--- src/rtl/eros_ext_slv_guard.sv ---
// Guard between the EROS external-slave OBI port and the fabric: one outstanding
// transaction, per-phase watchdog, fabricated error responses and sticky timeout status.
package eros_ext_slv_guard_pkg;

  typedef struct packed {
    logic        req;
    logic        we;
    logic [3:0]  be;
    logic [31:0] addr;
    logic [31:0] wdata;
  } obi_req_t;

  typedef struct packed {
    logic        gnt;
    logic        rvalid;
    logic [31:0] rdata;
  } obi_resp_t;

endpackage

module eros_ext_slv_guard
  import eros_ext_slv_guard_pkg::*;
#(
  parameter int unsigned TIMEOUT_CYCLES = 255,
  parameter logic [31:0] ERR_RDATA      = 32'hBADC_AB1E
) (
  input  logic        clk_i,
  input  logic        rst_i,
  input  obi_req_t    slv_req_i,
  output obi_resp_t   slv_resp_o,
  output obi_req_t    mst_req_o,
  input  obi_resp_t   mst_resp_i,
  input  logic        clear_err_i,
  output logic        err_o,
  output logic        err_we_o,
  output logic [31:0] err_addr_o,
  output logic        timeout_o
);

  localparam int unsigned    CntW    = $clog2(TIMEOUT_CYCLES + 1);
  localparam logic [CntW-1:0] CntLast = CntW'(TIMEOUT_CYCLES - 1);
  localparam logic [CntW-1:0] CntMax  = {CntW{1'b1}};

  typedef enum logic [2:0] {StIdle, StReq, StRsp, StErr, StFlush} state_e;

  state_e      state_q;
  logic [CntW-1:0] cnt_q;
  logic        hold_we_q;
  logic [3:0]  hold_be_q;
  logic [31:0] hold_addr_q;
  logic [31:0] hold_wdata_q;
  logic        rvalid_q;
  logic [31:0] rdata_q;
  logic        err_q;
  logic        err_we_q;
  logic [31:0] err_addr_q;
  logic        timeout_q;

  logic            at_limit;
  logic            gnt_to;
  logic            rsp_to;
  logic            flush_to;
  logic            timeout;
  logic [CntW-1:0] cnt_inc;

  // An awaited event arriving on the last allowed cycle beats the timeout.
  assign at_limit = (cnt_q == CntLast);
  assign gnt_to   = (state_q == StReq) && at_limit && !mst_resp_i.gnt;
  assign rsp_to   = (state_q == StRsp) && at_limit && !mst_resp_i.rvalid;
  assign flush_to = (state_q == StFlush) && at_limit && !mst_resp_i.rvalid;
  assign timeout  = gnt_to | rsp_to;
  assign cnt_inc  = (cnt_q == CntMax) ? cnt_q : cnt_q + CntW'(1);

  always_comb begin
    slv_resp_o.gnt    = (state_q == StIdle) && slv_req_i.req;
    slv_resp_o.rvalid = rvalid_q;
    slv_resp_o.rdata  = rdata_q;
    mst_req_o.req     = (state_q == StReq);
    mst_req_o.we      = hold_we_q;
    mst_req_o.be      = hold_be_q;
    mst_req_o.addr    = hold_addr_q;
    mst_req_o.wdata   = hold_wdata_q;
    err_o             = err_q;
    err_we_o          = err_we_q;
    err_addr_o        = err_addr_q;
    timeout_o         = timeout_q;
  end

  always_ff @(posedge clk_i) begin
    if (rst_i) begin
      state_q      <= StIdle;
      cnt_q        <= '0;
      hold_we_q    <= 1'b0;
      hold_be_q    <= '0;
      hold_addr_q  <= '0;
      hold_wdata_q <= '0;
      rvalid_q     <= 1'b0;
      rdata_q      <= '0;
      err_q        <= 1'b0;
      err_we_q     <= 1'b0;
      err_addr_q   <= '0;
      timeout_q    <= 1'b0;
    end else begin
      rvalid_q  <= 1'b0;
      timeout_q <= timeout;

      unique case (state_q)
        StIdle: begin
          cnt_q <= '0;
          if (slv_req_i.req) begin
            hold_we_q    <= slv_req_i.we;
            hold_be_q    <= slv_req_i.be;
            hold_addr_q  <= slv_req_i.addr;
            hold_wdata_q <= slv_req_i.wdata;
            state_q      <= StReq;
          end
        end
        StReq: begin
          if (mst_resp_i.gnt) begin
            state_q <= StRsp;
            cnt_q   <= '0;
          end else if (gnt_to) begin
            state_q  <= StErr;
            cnt_q    <= '0;
            rvalid_q <= 1'b1;
            rdata_q  <= ERR_RDATA;
          end else begin
            cnt_q <= cnt_inc;
          end
        end
        StRsp: begin
          if (mst_resp_i.rvalid) begin
            state_q  <= StIdle;
            cnt_q    <= '0;
            rvalid_q <= 1'b1;
            rdata_q  <= mst_resp_i.rdata;
          end else if (rsp_to) begin
            // Answer upstream now; the late fabric response is swallowed in StFlush.
            state_q  <= StFlush;
            cnt_q    <= '0;
            rvalid_q <= 1'b1;
            rdata_q  <= ERR_RDATA;
          end else begin
            cnt_q <= cnt_inc;
          end
        end
        StErr: begin
          state_q <= StIdle;
          cnt_q   <= '0;
        end
        StFlush: begin
          if (mst_resp_i.rvalid || flush_to) begin
            state_q <= StIdle;
            cnt_q   <= '0;
          end else begin
            cnt_q <= cnt_inc;
          end
        end
        default: begin
          state_q <= StIdle;
          cnt_q   <= '0;
        end
      endcase

      // A timeout beats a simultaneous clear, and then recaptures as the new first error.
      if (timeout) begin
        err_q <= 1'b1;
        if (!err_q || clear_err_i) begin
          err_we_q   <= hold_we_q;
          err_addr_q <= hold_addr_q;
        end
      end else if (clear_err_i) begin
        err_q      <= 1'b0;
        err_we_q   <= 1'b0;
        err_addr_q <= '0;
      end
    end
  end

endmodule

--- config.mk ---
export PLATFORM = sky130hd
export DESIGN_NAME = eros_ext_slv_guard
export DESIGN_NICKNAME = d
export VERILOG_FILES = /design/src/rtl/eros_ext_slv_guard.sv
export SDC_FILE = /design/constraint.sdc
export NUM_CORES = 1
export LEC_CHECK = 0
export BUFFER_PORTS_ARGS = -buffer_cell sky130_fd_sc_hd__buf_2
export CAP_MARGIN = 20
export CORE_ASPECT_RATIO = 0.9
export CORE_MARGIN = 2
export CORE_UTILIZATION = 38
export CTS_BUF_LIST = sky130_fd_sc_hd__clkbuf_4
export DETAILED_ROUTE_END_ITERATION = 16
export PLACE_DENSITY = 0.67
export SYNTH_ARGS = -nofsm -noshare
export SYNTH_HDL_FRONTEND = slang
export SYNTH_SLANG_ARGS = --single-unit
--- constraint.sdc ---
create_clock -name clk_i -period 3.7 [get_ports clk_i]
set_input_delay 0.185 -clock clk_i [delete_from_list [all_inputs] [get_ports clk_i]]
set_output_delay 0.185 -clock clk_i [all_outputs]
set_load 0.01 [all_outputs]
==> flow_summary.json <==
{
  "status": "finished, final reports clean",
  "synth_top_area_share_pct": 54.3,
  "finalCriticalPeriod_ns": 2.61,
  "gp_congestion": 0.803,
  "seqCellArea_mm2": 0.00296,
  "synth_area_leader_cell": "dfxtp_1",
  "path_clk_slew_ns": 0.12,
  "leakage_uw": 0.00373,
  "end_kind": "output port",
  "synth_flop_cell": "dfxtp_1",
  "synth_cells": 603,
  "hold_viol": 0,
  "ir_drop_mv": 0.269,
  "synth-simple-area-share_pct": 22.5,
  "dp_hpwl_um": 9830,
  "wl_um": 16400,
  "drive_gt1_share_pct": 33.2,
  "rsz0062_at_grt": "no",
  "yosys_warnings": 0,
  "portBuffers": 245,
  "fin_setup_tns_ns": 0,
  "ios": 246,
  "netlist_top_cells_count": "nand2_1 (154), dfxtp_1 (148), a21oi_1 (76), nor2_1 (42), a22o_1 (33)",
  "grt.overflow.total": 0,
  "cts_tree": "built",
  "grt.total_usage_pct": 21.2,
  "grt_antenna_before_repair": 1,
  "maxCapViolations": 0,
  "synthArstFlopShare_pct": 0,
  "slew_violations": 0,
  "avgSynthCellArea_um2": 9.04,
  "synth_top_family_by_area": "simple AND/OR/NAND/NOR gates",
  "crit_arrival_ns": 2.42,
  "required_ns": 3.51,
  "clock_path_buffers": 2,
  "insertion_delay_ns": 0.53,
  "placed_cells": 999,
  "worst_clock_skew_ns": 0.0197,
  "grt_pass1_wl_um": 26000,
  "postRouteAntennaNets": 0,
  "num-fill-cells": 1218,
  "syn2layout_area_growth_pct": 49.3,
  "max_slew_margin_pct": 49.5,
  "synth-compound-area-share_pct": 16.0,
  "grt_max_degree": 70,
  "core_mm2": 0.0140,
  "synth_fp_nets": 712,
  "drt_first_pass_iters": 5,
  "worst_slew_pin_slew_ns": 0.757,
  "cts_setup_buffers": 0,
  "synth_mux_area_share_pct": 0.367,
  "p_per_area_mw_per_mm2": 407,
  "worst_setup_path_start_kind": "flop",
  "cts_buffers": 17,
  "fmax_ghz": 0.384,
  "period_share_pct": 70.4,
  "cts_htree_levels": 4,
  "finalCoreUtilization_pct": 58.1,
  "die_w_um": 130,
  "crit_type": "reg2out",
  "cts_hold_buf": 105,
  "final_net_count": 1039,
  "finalSetupViolations": 0,
  "multi_input_area_mm2": 0.00221,
  "netlist_top_cells_area": "dfxtp_1 (54%), nand2_1 (11%), a21oi_1 (7.0%)",
  "clockRootBuffer": "clkbuf_4",
  "yosysSeqAreaShare_pct": 54.3,
  "netlist_area_mm2": 0.00545,
  "cts_num_sinks": 148,
  "synth_seq_cells": 148,
  "fin_hold_ws_ns": 0.115,
  "dieArea_mm2": 0.0153,
  "drc": 0,
  "rows": 41,
  "hold_class": "in2reg",
  "post_cts_resized": 0,
  "stdcell_count": 1137,
  "synth_xor_area_share_pct": 0.964,
  "synth_edf_count": 0,
  "die_height_um": 118,
  "yosys.area_share.adder_pct": 0.459,
  "synth.most_common_cell": "nand2_1",
  "synth_cell_types": 42,
  "critical_path_peak_fanout": 30,
  "start_util_pct": 38.9,
  "grt_pass1_vias": 5294,
  "wl_per_cell_um": 14.4,
  "drt_iter0_markers": 291,
  "drt-vias-per-instance": 4.84,
  "via_count": 5505
}
-- worst max-delay path, cell delays in order (launching register included) --
cell and delay (ns):
dfxtp_1 0.47, or4b_2 0.74, inv_2 0.44, buf_2 0.23
-- area by class of cell --
| cell class | instances | area share [%] |
|---|---|---|
| Multi-Input combinational cell | 400 | 27.1 |
| Sequential cell | 148 | 36.4 |
| Inverter | 5 | 0.231 |
| Clock inverter | 12 | 2.49 |
| Clock buffer | 20 | 1.84 |
| Antenna cell | 1 | 0.0307 |
| Timing Repair Buffer | 358 | 28.9 |
| Tap cell | 193 | 2.97 |
-- registers in the layout (all words and copies together) (netlist names) --
register,cells
cnt_q,8
rdata_q,32
timeout_o,1
hold_addr_q,32
rvalid_q,1
err_we_o,1
hold_we_q,1
hold_be_q,4
err_o,1
hold_wdata_q,32
state_q,3
err_addr_o,32
-- kinds of logic (layout without fill, tap and decap cells) --
logic type / Yosys count / in the layout
compound gates: 131 / 131
xor+xnor: 6 / 6
fa+ha+maj: 2 / 2
buf+inv: 55 / 395
flops: 148 / 148
mux: 2 / 2
other cells: 0 / 1
simple gates: 259 / 259
-- where the power goes --
part	total (uW)	internal [uW]	switching (uW)
registers	1690	1650	38.5
clock network	1210	630	581
logic	414	204	210
total	3310	2480	830
-- layer usage --
| metal | share of wire, % | track usage [%] |
|---|---|---|
| met5 | 0 | 0 |
| met3 | 7.3 | 6.32 |
| met2 | 48 | 35.1 |
| met4 | 2.5 | 8.60 |
| met1 | 42 | 25.6 |
-- final timing paths --
path	endpoint	from	cells past startpoint	slack, ns
max	slv_resp_o[33]	state_q[2]	3	1.09
min	state_q[1]	mst_resp_i[33]	3	0.11
max reg2reg	hold_wdata_q[31]	state_q[2]	5	1.43
min reg2reg	hold_wdata_q[26]	hold_wdata_q[26]	2	0.46
-- stage by stage --
step           power, uW  setup slack (ns)  instance area (um^2)
6_report            3310              1.09                  8140
5_1_grt             3460             0.901                  8140
4_1_cts             3340              1.00                  8140
3_5_place_dp        2050              1.48                  6730
3_3_place_gp        2040              1.52                  6730
2_1_floorplan       1900              2.00                  5450
-- layout by cell type (no fill, tap or decap), types with 5 or more instances in the layout --
master           n
a22o_1          33
dlygate4sd3_1  105
nand2_1        154
bufinv_16        5
buf_2          244
nor2_1          41
nor3_2          17
nor3_1          22
clkbuf_4        20
a21oi_1         76
a2bb2oi_1       11
dfxtp_1        148
buf_4            8
Power figures use the tool's default switching activity.
